[config.mk]
export PLATFORM = sky130hd
export DESIGN_NAME = z80_fabric_bridge_flat
export DESIGN_NICKNAME = d
export VERILOG_FILES = /design/src/rtl/z80_fabric_bridge_pkg.sv /design/src/rtl/z80_fabric_bridge_if.sv /design/src/rtl/z80_fabric_bridge.sv /design/src/flat_wrapper.sv
export SDC_FILE = /design/constraint.sdc
export NUM_CORES = 1
export LEC_CHECK = 0
export BUFFER_PORTS_ARGS = -buffer_cell sky130_fd_sc_hd__buf_2
export CORE_ASPECT_RATIO = 0.7
export CORE_UTILIZATION = 40
export DETAILED_ROUTE_END_ITERATION = 10
export GPL_TIMING_DRIVEN = 0
export HOLD_SLACK_MARGIN = 0.06
export PLACE_DENSITY = 0.8
export REMOVE_ABC_BUFFERS = 1
export SYNTH_ARGS = -nofsm -noshare
export SYNTH_HDL_FRONTEND = slang
export SYNTH_SLANG_ARGS = --single-unit
[constraint.sdc]
create_clock -name clk -period 2.1 [get_ports clk]
set_clock_uncertainty 0.2 [all_clocks]
set_input_delay 0.42 -clock clk [delete_from_list [all_inputs] [get_ports clk]]
set_output_delay 0.42 -clock clk [all_outputs]
set_load 0.02 [all_outputs]
[src/rtl/z80_fabric_bridge_pkg.sv]
// Bridge-local types, plus the fabric architecture constants (carbon_arch_pkg) shared with fabric_if.
package z80_fabric_bridge_pkg;
   localparam int Z80_TMR_W = 16;

   typedef struct packed {
      logic        is_io;
      logic        write;
      logic [15:0] addr;
      logic [7:0]  wdata;
   } z80_req_t;
endpackage

package carbon_arch_pkg;
   localparam int CARBON_FABRIC_OP_W   = 2;
   localparam int CARBON_FABRIC_SIZE_W = 3;
   localparam int CARBON_FABRIC_ID_W   = 4;
   localparam int CARBON_FABRIC_ATTR_W = 4;
   localparam int CARBON_FABRIC_CODE_W = 2;

   localparam logic [CARBON_FABRIC_OP_W-1:0]   CARBON_FABRIC_XACT_READ          = 2'd0;
   localparam logic [CARBON_FABRIC_OP_W-1:0]   CARBON_FABRIC_XACT_WRITE         = 2'd1;
   localparam logic [CARBON_FABRIC_ATTR_W-1:0] CARBON_FABRIC_ATTR_ORDERED_MASK  = 4'b0001;
   localparam logic [CARBON_FABRIC_ATTR_W-1:0] CARBON_FABRIC_ATTR_IO_SPACE_MASK = 4'b0010;
   localparam logic [CARBON_FABRIC_CODE_W-1:0] CARBON_FABRIC_RESP_OK            = 2'd0;
   localparam logic [CARBON_FABRIC_CODE_W-1:0] CARBON_FABRIC_RESP_SLVERR        = 2'd2;
   localparam logic [CARBON_FABRIC_CODE_W-1:0] CARBON_FABRIC_RESP_DECERR        = 2'd3;
endpackage

[src/rtl/z80_fabric_bridge_if.sv]
// Fabric request/response port: master issues requests and accepts responses.
interface fabric_if
   import carbon_arch_pkg::*;
#(
   parameter int ADDR_W = 32,
   parameter int DATA_W = 32
) ();
   logic                            req_valid;
   logic                            req_ready;
   logic [ADDR_W-1:0]               req_addr;
   logic [CARBON_FABRIC_OP_W-1:0]   req_op;
   logic [CARBON_FABRIC_SIZE_W-1:0] req_size;
   logic [CARBON_FABRIC_ID_W-1:0]   req_id;
   logic [CARBON_FABRIC_ATTR_W-1:0] req_attr;
   logic [DATA_W/8-1:0]             req_wstrb;
   logic [DATA_W-1:0]               req_wdata;
   logic                            rsp_valid;
   logic                            rsp_ready;
   logic [CARBON_FABRIC_ID_W-1:0]   rsp_id;
   logic [CARBON_FABRIC_CODE_W-1:0] rsp_code;
   logic [DATA_W-1:0]               rsp_rdata;

   modport master (
      output req_valid, req_addr, req_op, req_size, req_id, req_attr, req_wstrb, req_wdata, rsp_ready,
      input  req_ready, rsp_valid, rsp_id, rsp_code, rsp_rdata
   );
   modport slave (
      input  req_valid, req_addr, req_op, req_size, req_id, req_attr, req_wstrb, req_wdata, rsp_ready,
      output req_ready, rsp_valid, rsp_id, rsp_code, rsp_rdata
   );
endinterface

[src/rtl/z80_fabric_bridge.sv]
// Converts one Z80 memory/I/O cycle at a time into a single-byte fabric transaction.
// Define Z80_FABRIC_BRIDGE_TIMEOUT_EN to bound the response wait by TIMEOUT_CYCLES.
module z80_fabric_bridge
   import carbon_arch_pkg::*;
   import z80_fabric_bridge_pkg::*;
#(
   parameter int                    FAB_ADDR_W     = 32,
   parameter int                    FAB_DATA_W     = 32,
   parameter logic [FAB_ADDR_W-1:0] MEM_BASE       = FAB_ADDR_W'(32'h0000_0000),
   parameter logic [FAB_ADDR_W-1:0] IO_BASE        = FAB_ADDR_W'(32'h0001_0000),
   parameter int                    TXN_ID         = 0,
   parameter int                    TIMEOUT_CYCLES = 255
) (
   input  logic        clk,
   input  logic        rst,
   input  logic        req_valid,
   input  logic        req_is_io,
   input  logic        req_write,
   input  logic [15:0] req_addr,
   input  logic [7:0]  req_wdata,
   output logic        req_ready,
   output logic        rsp_valid,
   output logic [7:0]  rsp_rdata,
   output logic        rsp_fault,
   fabric_if.master    fab
);
   localparam int NBYTES = FAB_DATA_W / 8;
   localparam int LANE_W = (NBYTES > 1) ? $clog2(NBYTES) : 1;

   typedef enum logic [1:0] {IDLE, ISSUE, WAIT_RSP, DONE} state_t;

   state_t            state;
   z80_req_t          cur;
   logic              fab_req_valid;
   logic              fab_rsp_ready;
   logic [LANE_W-1:0] lane;
   logic [7:0]        lane_byte;
   logic              rsp_hit;
`ifdef Z80_FABRIC_BRIDGE_TIMEOUT_EN
   logic [Z80_TMR_W-1:0] tmr_cnt;
`endif

   if (FAB_DATA_W < 8 || FAB_DATA_W > 64 || (FAB_DATA_W & (FAB_DATA_W - 1)) != 0) begin : g_bad_data_w
      $error("FAB_DATA_W must be a power of two in 8..64");
   end
   if (TIMEOUT_CYCLES < 1 || TIMEOUT_CYCLES > 65535) begin : g_bad_timeout
      $error("TIMEOUT_CYCLES must be in 1..65535");
   end

   // A one-byte fabric has no lane bits; lane 0 is then the only lane.
   assign lane      = (NBYTES > 1) ? cur.addr[LANE_W-1:0] : '0;
   assign lane_byte = fab.rsp_rdata[{lane, 3'b000} +: 8];
   assign rsp_hit   = fab.rsp_valid && fab_rsp_ready && (fab.rsp_id == CARBON_FABRIC_ID_W'(TXN_ID));

   assign fab.req_valid = fab_req_valid;
   assign fab.req_addr  = (cur.is_io ? IO_BASE : MEM_BASE) + FAB_ADDR_W'(cur.addr);
   assign fab.req_op    = cur.write ? CARBON_FABRIC_XACT_WRITE : CARBON_FABRIC_XACT_READ;
   assign fab.req_size  = '0;
   assign fab.req_id    = CARBON_FABRIC_ID_W'(TXN_ID);
   assign fab.req_attr  = CARBON_FABRIC_ATTR_ORDERED_MASK |
                          (cur.is_io ? CARBON_FABRIC_ATTR_IO_SPACE_MASK : '0);
   assign fab.req_wstrb = cur.write ? (NBYTES'(1) << lane) : '0;
   assign fab.req_wdata = {NBYTES{cur.wdata}};
   assign fab.rsp_ready = fab_rsp_ready;

   always_ff @(posedge clk) begin
      if (rst) begin
         state         <= IDLE;
         cur           <= '0;
         req_ready     <= 1'b0;
         rsp_valid     <= 1'b0;
         rsp_rdata     <= 8'h00;
         rsp_fault     <= 1'b0;
         fab_req_valid <= 1'b0;
         fab_rsp_ready <= 1'b0;
`ifdef Z80_FABRIC_BRIDGE_TIMEOUT_EN
         tmr_cnt       <= '0;
`endif
      end else begin
         fab_rsp_ready <= 1'b1;
         rsp_valid     <= 1'b0;
         case (state)
            IDLE: begin
               req_ready <= 1'b1;
               if (req_valid && req_ready) begin
                  cur           <= '{is_io: req_is_io, write: req_write, addr: req_addr, wdata: req_wdata};
                  req_ready     <= 1'b0;
                  fab_req_valid <= 1'b1;
                  state         <= ISSUE;
               end
            end
            // Responses seen here (even on the handshake cycle) are dropped.
            ISSUE: begin
               if (fab.req_ready) begin
                  fab_req_valid <= 1'b0;
                  state         <= WAIT_RSP;
`ifdef Z80_FABRIC_BRIDGE_TIMEOUT_EN
                  tmr_cnt       <= '0;
`endif
               end
            end
            WAIT_RSP: begin
               if (rsp_hit) begin
                  rsp_valid <= 1'b1;
                  rsp_rdata <= cur.write ? 8'h00 : lane_byte;
                  rsp_fault <= (fab.rsp_code != CARBON_FABRIC_RESP_OK);
                  state     <= DONE;
               end
`ifdef Z80_FABRIC_BRIDGE_TIMEOUT_EN
               else if (tmr_cnt == Z80_TMR_W'(TIMEOUT_CYCLES - 1)) begin
                  rsp_valid <= 1'b1;
                  rsp_rdata <= 8'hFF;
                  rsp_fault <= 1'b1;
                  state     <= DONE;
               end else begin
                  tmr_cnt <= tmr_cnt + Z80_TMR_W'(1);
               end
`endif
            end
            DONE: begin
               req_ready <= 1'b1;
               state     <= IDLE;
            end
            default: state <= IDLE;
         endcase
      end
   end
endmodule

[src/flat_wrapper.sv]
// flat-port wrapper written by rule: the top's interface ports become plain ports
module z80_fabric_bridge_flat import carbon_arch_pkg::*; import z80_fabric_bridge_pkg::*;
#(
   parameter int                    FAB_ADDR_W     = 32,
   parameter int                    FAB_DATA_W     = 32,
   parameter logic [FAB_ADDR_W-1:0] MEM_BASE       = FAB_ADDR_W'(32'h0000_0000),
   parameter logic [FAB_ADDR_W-1:0] IO_BASE        = FAB_ADDR_W'(32'h0001_0000),
   parameter int                    TXN_ID         = 0,
   parameter int                    TIMEOUT_CYCLES = 255
)
  (clk, rst, req_valid, req_is_io, req_write, req_addr, req_wdata, req_ready, rsp_valid, rsp_rdata, rsp_fault, fab_req_valid, fab_req_addr, fab_req_op, fab_req_size, fab_req_id, fab_req_attr, fab_req_wstrb, fab_req_wdata, fab_rsp_ready, fab_req_ready, fab_rsp_valid, fab_rsp_id, fab_rsp_code, fab_rsp_rdata);
  fabric_if #(.ADDR_W(32), .DATA_W(32)) fab_i ();
  input  logic clk;
  input  logic rst;
  input  logic req_valid;
  input  logic req_is_io;
  input  logic req_write;
  input  logic [15:0] req_addr;
  input  logic [7:0] req_wdata;
  output logic req_ready;
  output logic rsp_valid;
  output logic [7:0] rsp_rdata;
  output logic rsp_fault;
  output wire logic [$bits(fab_i.req_valid)-1:0] fab_req_valid;
  output wire logic [$bits(fab_i.req_addr)-1:0] fab_req_addr;
  output wire logic [$bits(fab_i.req_op)-1:0] fab_req_op;
  output wire logic [$bits(fab_i.req_size)-1:0] fab_req_size;
  output wire logic [$bits(fab_i.req_id)-1:0] fab_req_id;
  output wire logic [$bits(fab_i.req_attr)-1:0] fab_req_attr;
  output wire logic [$bits(fab_i.req_wstrb)-1:0] fab_req_wstrb;
  output wire logic [$bits(fab_i.req_wdata)-1:0] fab_req_wdata;
  output wire logic [$bits(fab_i.rsp_ready)-1:0] fab_rsp_ready;
  input wire logic [$bits(fab_i.req_ready)-1:0] fab_req_ready;
  input wire logic [$bits(fab_i.rsp_valid)-1:0] fab_rsp_valid;
  input wire logic [$bits(fab_i.rsp_id)-1:0] fab_rsp_id;
  input wire logic [$bits(fab_i.rsp_code)-1:0] fab_rsp_code;
  input wire logic [$bits(fab_i.rsp_rdata)-1:0] fab_rsp_rdata;
  assign fab_req_valid = fab_i.req_valid;
  assign fab_req_addr = fab_i.req_addr;
  assign fab_req_op = fab_i.req_op;
  assign fab_req_size = fab_i.req_size;
  assign fab_req_id = fab_i.req_id;
  assign fab_req_attr = fab_i.req_attr;
  assign fab_req_wstrb = fab_i.req_wstrb;
  assign fab_req_wdata = fab_i.req_wdata;
  assign fab_rsp_ready = fab_i.rsp_ready;
  assign fab_i.req_ready = fab_req_ready;
  assign fab_i.rsp_valid = fab_rsp_valid;
  assign fab_i.rsp_id = fab_rsp_id;
  assign fab_i.rsp_code = fab_rsp_code;
  assign fab_i.rsp_rdata = fab_rsp_rdata;
  z80_fabric_bridge #(.FAB_ADDR_W(FAB_ADDR_W), .FAB_DATA_W(FAB_DATA_W), .MEM_BASE(MEM_BASE), .IO_BASE(IO_BASE), .TXN_ID(TXN_ID), .TIMEOUT_CYCLES(TIMEOUT_CYCLES)) u_core (.clk(clk), .rst(rst), .req_valid(req_valid), .req_is_io(req_is_io), .req_write(req_write), .req_addr(req_addr), .req_wdata(req_wdata), .req_ready(req_ready), .rsp_valid(rsp_valid), .rsp_rdata(rsp_rdata), .rsp_fault(rsp_fault), .fab(fab_i));
endmodule
==> results of run 1 <==
registers in the layout, summed over array words and instances, names as in the netlist:
signal	flops
u_core.cur	18
u_core.fab.req_valid	1
u_core.fab.req_wdata	8
u_core.fab.rsp_ready	1
u_core.req_ready	1
u_core.rsp_fault	1
u_core.rsp_rdata	8
u_core.rsp_valid	1
u_core.state	2
worst max-delay path: stages (launching register included):
cell and delay [ps]:
sky130_fd_sc_hd__dfxtp_1 610, sky130_fd_sc_hd__and3_2 260, sky130_fd_sc_hd__buf_2 150
power by group:
part | switching (uW) | internal (uW) | total (uW)
registers | 119 | 889 | 1010
logic | 575 | 356 | 930
clock network | 269 | 229 | 499
total | 964 | 1470 | 2440
layer usage:
| metal | vias to the layer above | wire length [um] | global-route usage [%] |
|---|---|---|---|
| met4 | 0 | 56 | 5.44 |
| met1 | 878 | 1990 | 18.3 |
| met5 | - | 0 | 0 |
| met2 | 83 | 2390 | 30.3 |
| met3 | 7 | 330 | 4.52 |
| li1 | 978 | - | - |
stage by stage:
stage                     cell area [um2]  setup TNS (ps)
after floorplan                      1850               0
after global placement               2620            -701
after detailed placement             2620           -1560
after CTS                            2710               0
after global routing                 2720               0
final                                2720               0
cells in the final DEF, fill, tap and decap left out, drive strengths merged:
master      n
mux2i       1
or3b        8
inv         3
conb       26
nand2      65
and3        2
clkbuf      5
buf       136
nor4bb      1
a21oi      35
a22oi       1
nor2b       3
and3b       1
nand4       1
o21a        1
a221oi      1
nand3       2
nor4        1
clkinvlp    1
ha          4
dfxtp      41
nor3        4
clkinv      2
nor3b       1
a31oi       1
mux4        8
nor2        4
repair_timing:
item                       4_1_cts  5_1_grt
gates resized for setup          2        2
setup endpoints to repair       26        5
setup buffers                    0        0
path summary, 6_finish.rpt:
check                      startpoint  depth (start not counted)  slack, ps                   to
setup / recovery        u_core.cur[9]                          2        160     fab_req_wstrb[3]
hold / removal            req_addr[0]                          3        160        u_core.cur[8]
setup reg to reg      u_core.state[0]                          5        290       u_core.cur[13]
hold reg to reg   u_core.rsp_rdata[0]                          2        250  u_core.rsp_rdata[0]
layout make-up:
| type | instances | area (um2) |
|---|---|---|
| multi-input combinational | 171 | 1030 |
| sequential | 41 | 822 |
| clock buffer | 5 | 68.8 |
| inverter | 3 | 11.3 |
| fill | 521 | 2530 |
| clock inverter | 3 | 17.5 |
| timing repair buffer | 136 | 681 |
| tap | 72 | 90.1 |
cells by family after synthesis:
kind of cell             count (synthesis)  share of synthesized area, %
other                                    2                         0.341
buffers and inverters                   67                          20.6
AND/OR/NAND/NOR                         93                          20.2
multiplexers                             9                          10.0
flip-flops                              41                          37.3
AO/OA/AOI/OAI                           39                          9.32
adder cells (fa/ha/maj)                  4                          2.27
==> impl_summary.md, run 1 <==
Critical path
The critical path endpoint category is an output pin. Data on the critical path is required at its endpoint by around 1500 ps. The maximum net fanout on the critical path is 14. The worst setup path is launched from a register. The critical path is of the register to output pin type. The data arrival time at the worst-slack endpoint is 1320 ps.

Routing
The wire length per cell is around 11 um. The DRC marker count from the first detailed-route iteration is 33. After detailed routing, the number of remaining DRC violations is 0. Before antenna repair, the detailed router went through 4 iterations.

The post-detailed-route via-to-cell ratio is about 4.5. The via total after detailed routing is between 1.5k and 2k. The routed design has 4770 um of wire. The number of nets still failing antenna checks after routing is 0.

Global route
The aggregate global routing overflow is 0. The first global-routing pass estimated 7570 um of wire. The via count of the first global-routing pass was between 1.5k and 2k. In the global route stage, overall resource usage came out at around 16%. The number of antenna violations at the first check in global routing is 0. The maximum number of pins on one net before global-route repair is 41.

Cells and area
The final core area utilization is roughly half. The layout overhead on the synthesized area is 23.7%. The number of antenna cells inserted is 0. The count of placed standard cells in the final layout, fillers left out is roughly 430. Cells with a size suffix above 1 make up 42.1% of the layout. The number of nets in the layout is ~430.

Clock tree
The longest clock path from root to sink contains 2 buffers. The clock reaches the later pin of the worst-skew pair after between 200 and 300 ps. The H-tree was split into 2 levels. After clock tree synthesis, the clock-pin slew on the worst setup and hold paths is 80 ps.

In this run the clock root is driven by a sky130_fd_sc_hd__clkbuf_8. The tree built by TritonCTS fans out to 41 sinks. The hold buffer count at cts is 0. In this run, CTS created clock tree buffers numbering 5. The clock tree from TritonCTS is built.

Floorplanning
The starting density of the core is 41.9%. The initialized floorplan defines 22 standard-cell rows. The full die area is a little under 6000 um2.

The placeable core area is ~5300 um2. The die extent in x is approximately 90 um. The die height is about 64 um. about 160 I/O pins were placed.

STA
The headroom to the max-slew limit is 51.3%. The final hold violation count is 0. The clock period could shrink to approximately 1900 ps. Setup repair after global routing left no endpoint under its margin. The number of endpoints failing setup at the final stage is 0. The final worst-path setup slack is about 160 ps. The share of the cycle needed by the critical path after routing is between 90% and 100%. For the pin with the worst max-slew slack, the measured transition is 731 ps. The final count of pins violating max slew is 0. The post-route worst hold slack is about 160 ps. Static timing analysis puts the maximum clock frequency at 0.516 GHz.

Synth
The sequential area share after synthesis is 37.3%. The async set-reset flop share out of synthesis is 0%. During synthesis, Yosys emitted a total of 0 warnings.

The number of synthesized flops with an enable pin is 0. The number of synthesized register bits is 41. The post-synth design cell area is 2200 um2. The mean cell area of the mapped netlist is ~8.6 um2. Yosys attributes the largest share of cell area to sky130_fd_sc_hd__dfxtp_1 (37%), sky130_fd_sc_hd__buf_4 (17%), sky130_fd_sc_hd__nand2_1 (11%), sky130_fd_sc_hd__mux4_1 (9.6%), sky130_fd_sc_hd__a21oi_1 (8.0%). The predominant post-synthesis flop cell is sky130_fd_sc_hd__dfxtp_1.

The biggest area contributor in the post-synthesis netlist is sky130_fd_sc_hd__dfxtp_1. sky130_fd_sc_hd__nand2_1 is the most common cell in the netlist. Sorting the synthesized cells by how often they occur yields sky130_fd_sc_hd__nand2_1 (65), sky130_fd_sc_hd__buf_4 (51), sky130_fd_sc_hd__dfxtp_1 (41), sky130_fd_sc_hd__a21oi_1 (35), sky130_fd_sc_hd__clkbuf_1 (10). The number of standard cells after synthesis is about 260. Synthesis instantiated 28 different standard cells from the library. After synthesis, the largest area contributor takes up 37.3% of total cell area.

Placement
At the end of routability-driven placement, the weighted congestion stood at 0.686. Once placement completed, the tool counted placed cells totaling between 400 and 500. In this run the tool buffered the top-level ports with about 140 buffer cells. The half-perimeter wire length after placement is roughly 3500 um. At the placement stage, the worst setup path has a slack of -124 ps.

Min path
The min-delay analysis places its worst path in the category input port to register.

Power and ir drop
The cell leakage power is approximately 0.0014 uW. Dividing total power by cell area gives a power density of ~900 nW/um2. The total power consumption of the routed design is approximately 2400 uW. IR analysis of the VDD net gives a maximum drop of about 0.5 mV.

Flow run
Across the run, the number of max-cap violations was 0.

Outcome
The flow ran to the end, and the final reports show no timing, DRC or antenna violations.
(Power assumes the default switching activity.)
==> inputs of run 2 (changes only) <==
--- a/config.mk
+++ b/config.mk
@@ -9,7 +9,6 @@
 export CORE_ASPECT_RATIO = 0.7
 export CORE_UTILIZATION = 40
 export DETAILED_ROUTE_END_ITERATION = 10
-export GPL_TIMING_DRIVEN = 0
 export HOLD_SLACK_MARGIN = 0.06
 export PLACE_DENSITY = 0.8
 export REMOVE_ABC_BUFFERS = 1
==> run 2 against run 1 <==
Non-clock buffer count increased by 6. Via count rose by 0.98%. Sequential power is essentially flat. Clock-buffer cell count is the same. Cell area is 1.1% higher. Worst hold slack better by 5.9 ps. Largest power group unchanged.
==> impl_summary.md, run 2 (same netlist as run 1, synthesis figures left out) <==
Clock tree
The count of instances resized after the clock tree is built is 0 (was 2). The count of buffers added by post-CTS timing repair for setup came to 0 (unchanged). The clock network latency to the later pin of the worst-skew pair is 290 ps (about the same).

The clock-pin transition on the worst setup and hold timing paths came to 80 ps (about the same). The clock sink count is 41 (unchanged). The total clock buffers created by CTS is 5 (unchanged). The number of levels in the clock H-tree is 2 (unchanged). The clock root buffer was sky130_fd_sc_hd__clkbuf_8 (unchanged).

The clock tree from TritonCTS is built (unchanged). The number of buffers on the longest clock path is 2 (unchanged). The hold buffer count at cts came to 0 (unchanged).

Routing
The final wirelength is 4760 um (was 4770 um). The via total after detailed routing is 1965 (was 1946). The post-detailed-route via-to-cell ratio is 4.50 (was 4.52). The wire length per cell is 10.9 um (was 11.1 um). The number of nets still failing antenna checks after routing is 0 (unchanged). The first-pass detailed-route iteration total is 4 (unchanged). The DRC marker count from the first detailed-route iteration was 62 (was 33).

The number of remaining DRC errors is 0 (unchanged).

Global route
The global-route wire length before repair came to 7470 um (was 7570 um). The maximum number of pins on one net before global-route repair was 27 (was 41). The overall routing resource usage is 16.4% (about the same). The number of antenna violations at the first check in global routing is 0 (unchanged). The via count of the first global-routing pass is 1632 (was 1666). The aggregate global routing overflow is 0 (unchanged).

STA
The number of endpoints failing setup at the final stage came to 0 (unchanged). The final worst-path setup slack came to 107 ps (was 160 ps). The highest clock rate is 0.502 GHz (was 0.516 GHz).

RSZ-0062 raised after global routing: false (unchanged). The clock period minus worst slack is 1990 ps (was 1940 ps). The final count of pins violating max slew is 0 (unchanged). The final hold violation count came to 0 (unchanged). The share of the cycle needed by the critical path after routing was 94.9% (was 92.4%).

The sum of negative setup slack is 0 ps (unchanged).

Cells and area
The flip-flop count of the largest register, all copies and words added is 18 (unchanged). The count of placed standard cells in the final layout, fillers left out is 437 (was 431). Most used cells in the layout excluding fill and tap cells: sky130_fd_sc_hd__buf_2 (136), sky130_fd_sc_hd__nand2_1 (65), sky130_fd_sc_hd__dfxtp_1 (41) (was sky130_fd_sc_hd__buf_2 (136), sky130_fd_sc_hd__nand2_1 (65), sky130_fd_sc_hd__dfxtp_1 (40)). The commonest non-fill, non-tap cell in the layout is sky130_fd_sc_hd__buf_2 (unchanged). The number of nets in the layout is 437 (was 431).

The area taken by flip-flops and latches was 821 um2 (was 822 um2). The number of filler instances in the final layout is 544 (was 521). The area of combinational cells with multiple inputs is 1020 um2 (was 1030 um2). The register with the highest flop count is u_core.cur (unchanged). The area of all placed cells without fillers is 2750 um2 (was 2720 um2). The share of layout cells above drive strength 1 is 42.2% (was 42.1%).

The layout overhead on the synthesized area came to 25.0% (was 23.7%). The number of antenna cells inserted was 0 (unchanged).

Power and ir drop
The total power consumption of the routed design is 2440 uW (about the same). The switching power summed over all nets is 946 uW (was 964 uW). The fraction of power consumed by the clock network is 20.0% (was 20.5%). The combinational power share is 39.4% (was 38.2%). The power per standard cell area is 886 nW/um2 (was 895 nW/um2). The cell leakage power was 0.00141 uW (was 0.00138 uW).

The peak supply drop came to 0.368 mV (was 0.493 mV). The cell internal power dissipation is 1490 uW (was 1470 uW). The sequential group share of total power is 40.6% (was 41.4%). The switching power share of the total is 38.8% (was 39.5%).

Placement
The routability congestion estimate is 0.710 (was 0.686). The cell total after placement is 429 (was 423). The standard cell area after detailed placement came to 2670 um2 (was 2620 um2). The number of port buffers was 136 (unchanged). The worst setup timing slack at the placement stage was 26.1 ps (was -124 ps). The half-perimeter wire length after placement is 3690 um (was 3520 um).

Floorplanning
The die extent in x came to 90.7 um (unchanged). The starting density of the core is 41.9% (unchanged). The row count is 22 (unchanged). The full die area is 5810 um2 (unchanged). The number of top-level design ports is 163 (unchanged). The die height is 64.1 um (unchanged). The placeable core area was 5260 um2 (unchanged).

Critical path
The launching element type of the critical path is a register (unchanged). The data arrival time at the worst-slack endpoint came to 1370 ps (was 1320 ps). The required time of the worst setup path is 1480 ps (about the same).

The kind of critical path is register to output pin (unchanged). The critical path endpoint category is an output pin (unchanged). The maximum net fanout on the critical path is 9 (was 14).

Outcome
Status: finished clean (unchanged).

Min path
The class of the most critical hold timing path is input port to register (unchanged).

Flow run
The count of maximum capacitance violations is 0 (unchanged).
[run 2: path summary, 6_finish.rpt]
check	endpoint	depth (start not counted)	from	slack, ps
setup reg to reg	u_core.rsp_rdata[1]	4	u_core.cur[8]	250
hold / removal	u_core.cur[8]	3	req_addr[0]	160
setup / recovery	fab_req_wstrb[1]	3	u_core.cur[8]	110
hold reg to reg	u_core.cur[14]	2	u_core.cur[14]	250
[run 2: cell type report]
type / instances / share of cell area [%]
tap: 72 / 3.27
clock inverter: 3 / 0.637
sequential: 41 / 29.8
inverter: 3 / 0.409
timing repair buffer: 142 / 26.4
clock buffer: 5 / 2.50
multi-input combinational: 171 / 37.0
[run 2: critical path, cell delays in order, from the launching register on]
cell	delay, ps
sky130_fd_sc_hd__dfxtp_1	520
sky130_fd_sc_hd__buf_4	230
sky130_fd_sc_hd__and3b_2	180
sky130_fd_sc_hd__buf_2	150
[run 2: through the flow]
| step | utilization (%) | hold slack, ps |
|---|---|---|
| after floorplan | - | 268 |
| after global placement | 50.7 | 238 |
| after detailed placement | 50.7 | 244 |
| after CTS | 52.3 | 150 |
| after global routing | 52.3 | 146 |
| final | 52.3 | 162 |
[run 2: power by group through the flow]
stage | Combinational [uW] | Sequential [uW] | Clock (uW)
3_5_place_dp | 972 | 1010 | 0
5_1_grt | 1060 | 1010 | 549
3_3_place_gp | 961 | 1000 | 0
2_1_floorplan | 413 | 1210 | 0
4_1_cts | 972 | 991 | 510
6_report | 960 | 989 | 488
[run 2: per-layer routing]
layer  up-vias  global-route usage (%)  routed length, um
li1        994                       -                  -
met1       887                    19.7               2030
met2        82                    28.9               2370
met3         2                    4.17                320
met4         0                    4.84                 27
met5         -                       0                  0
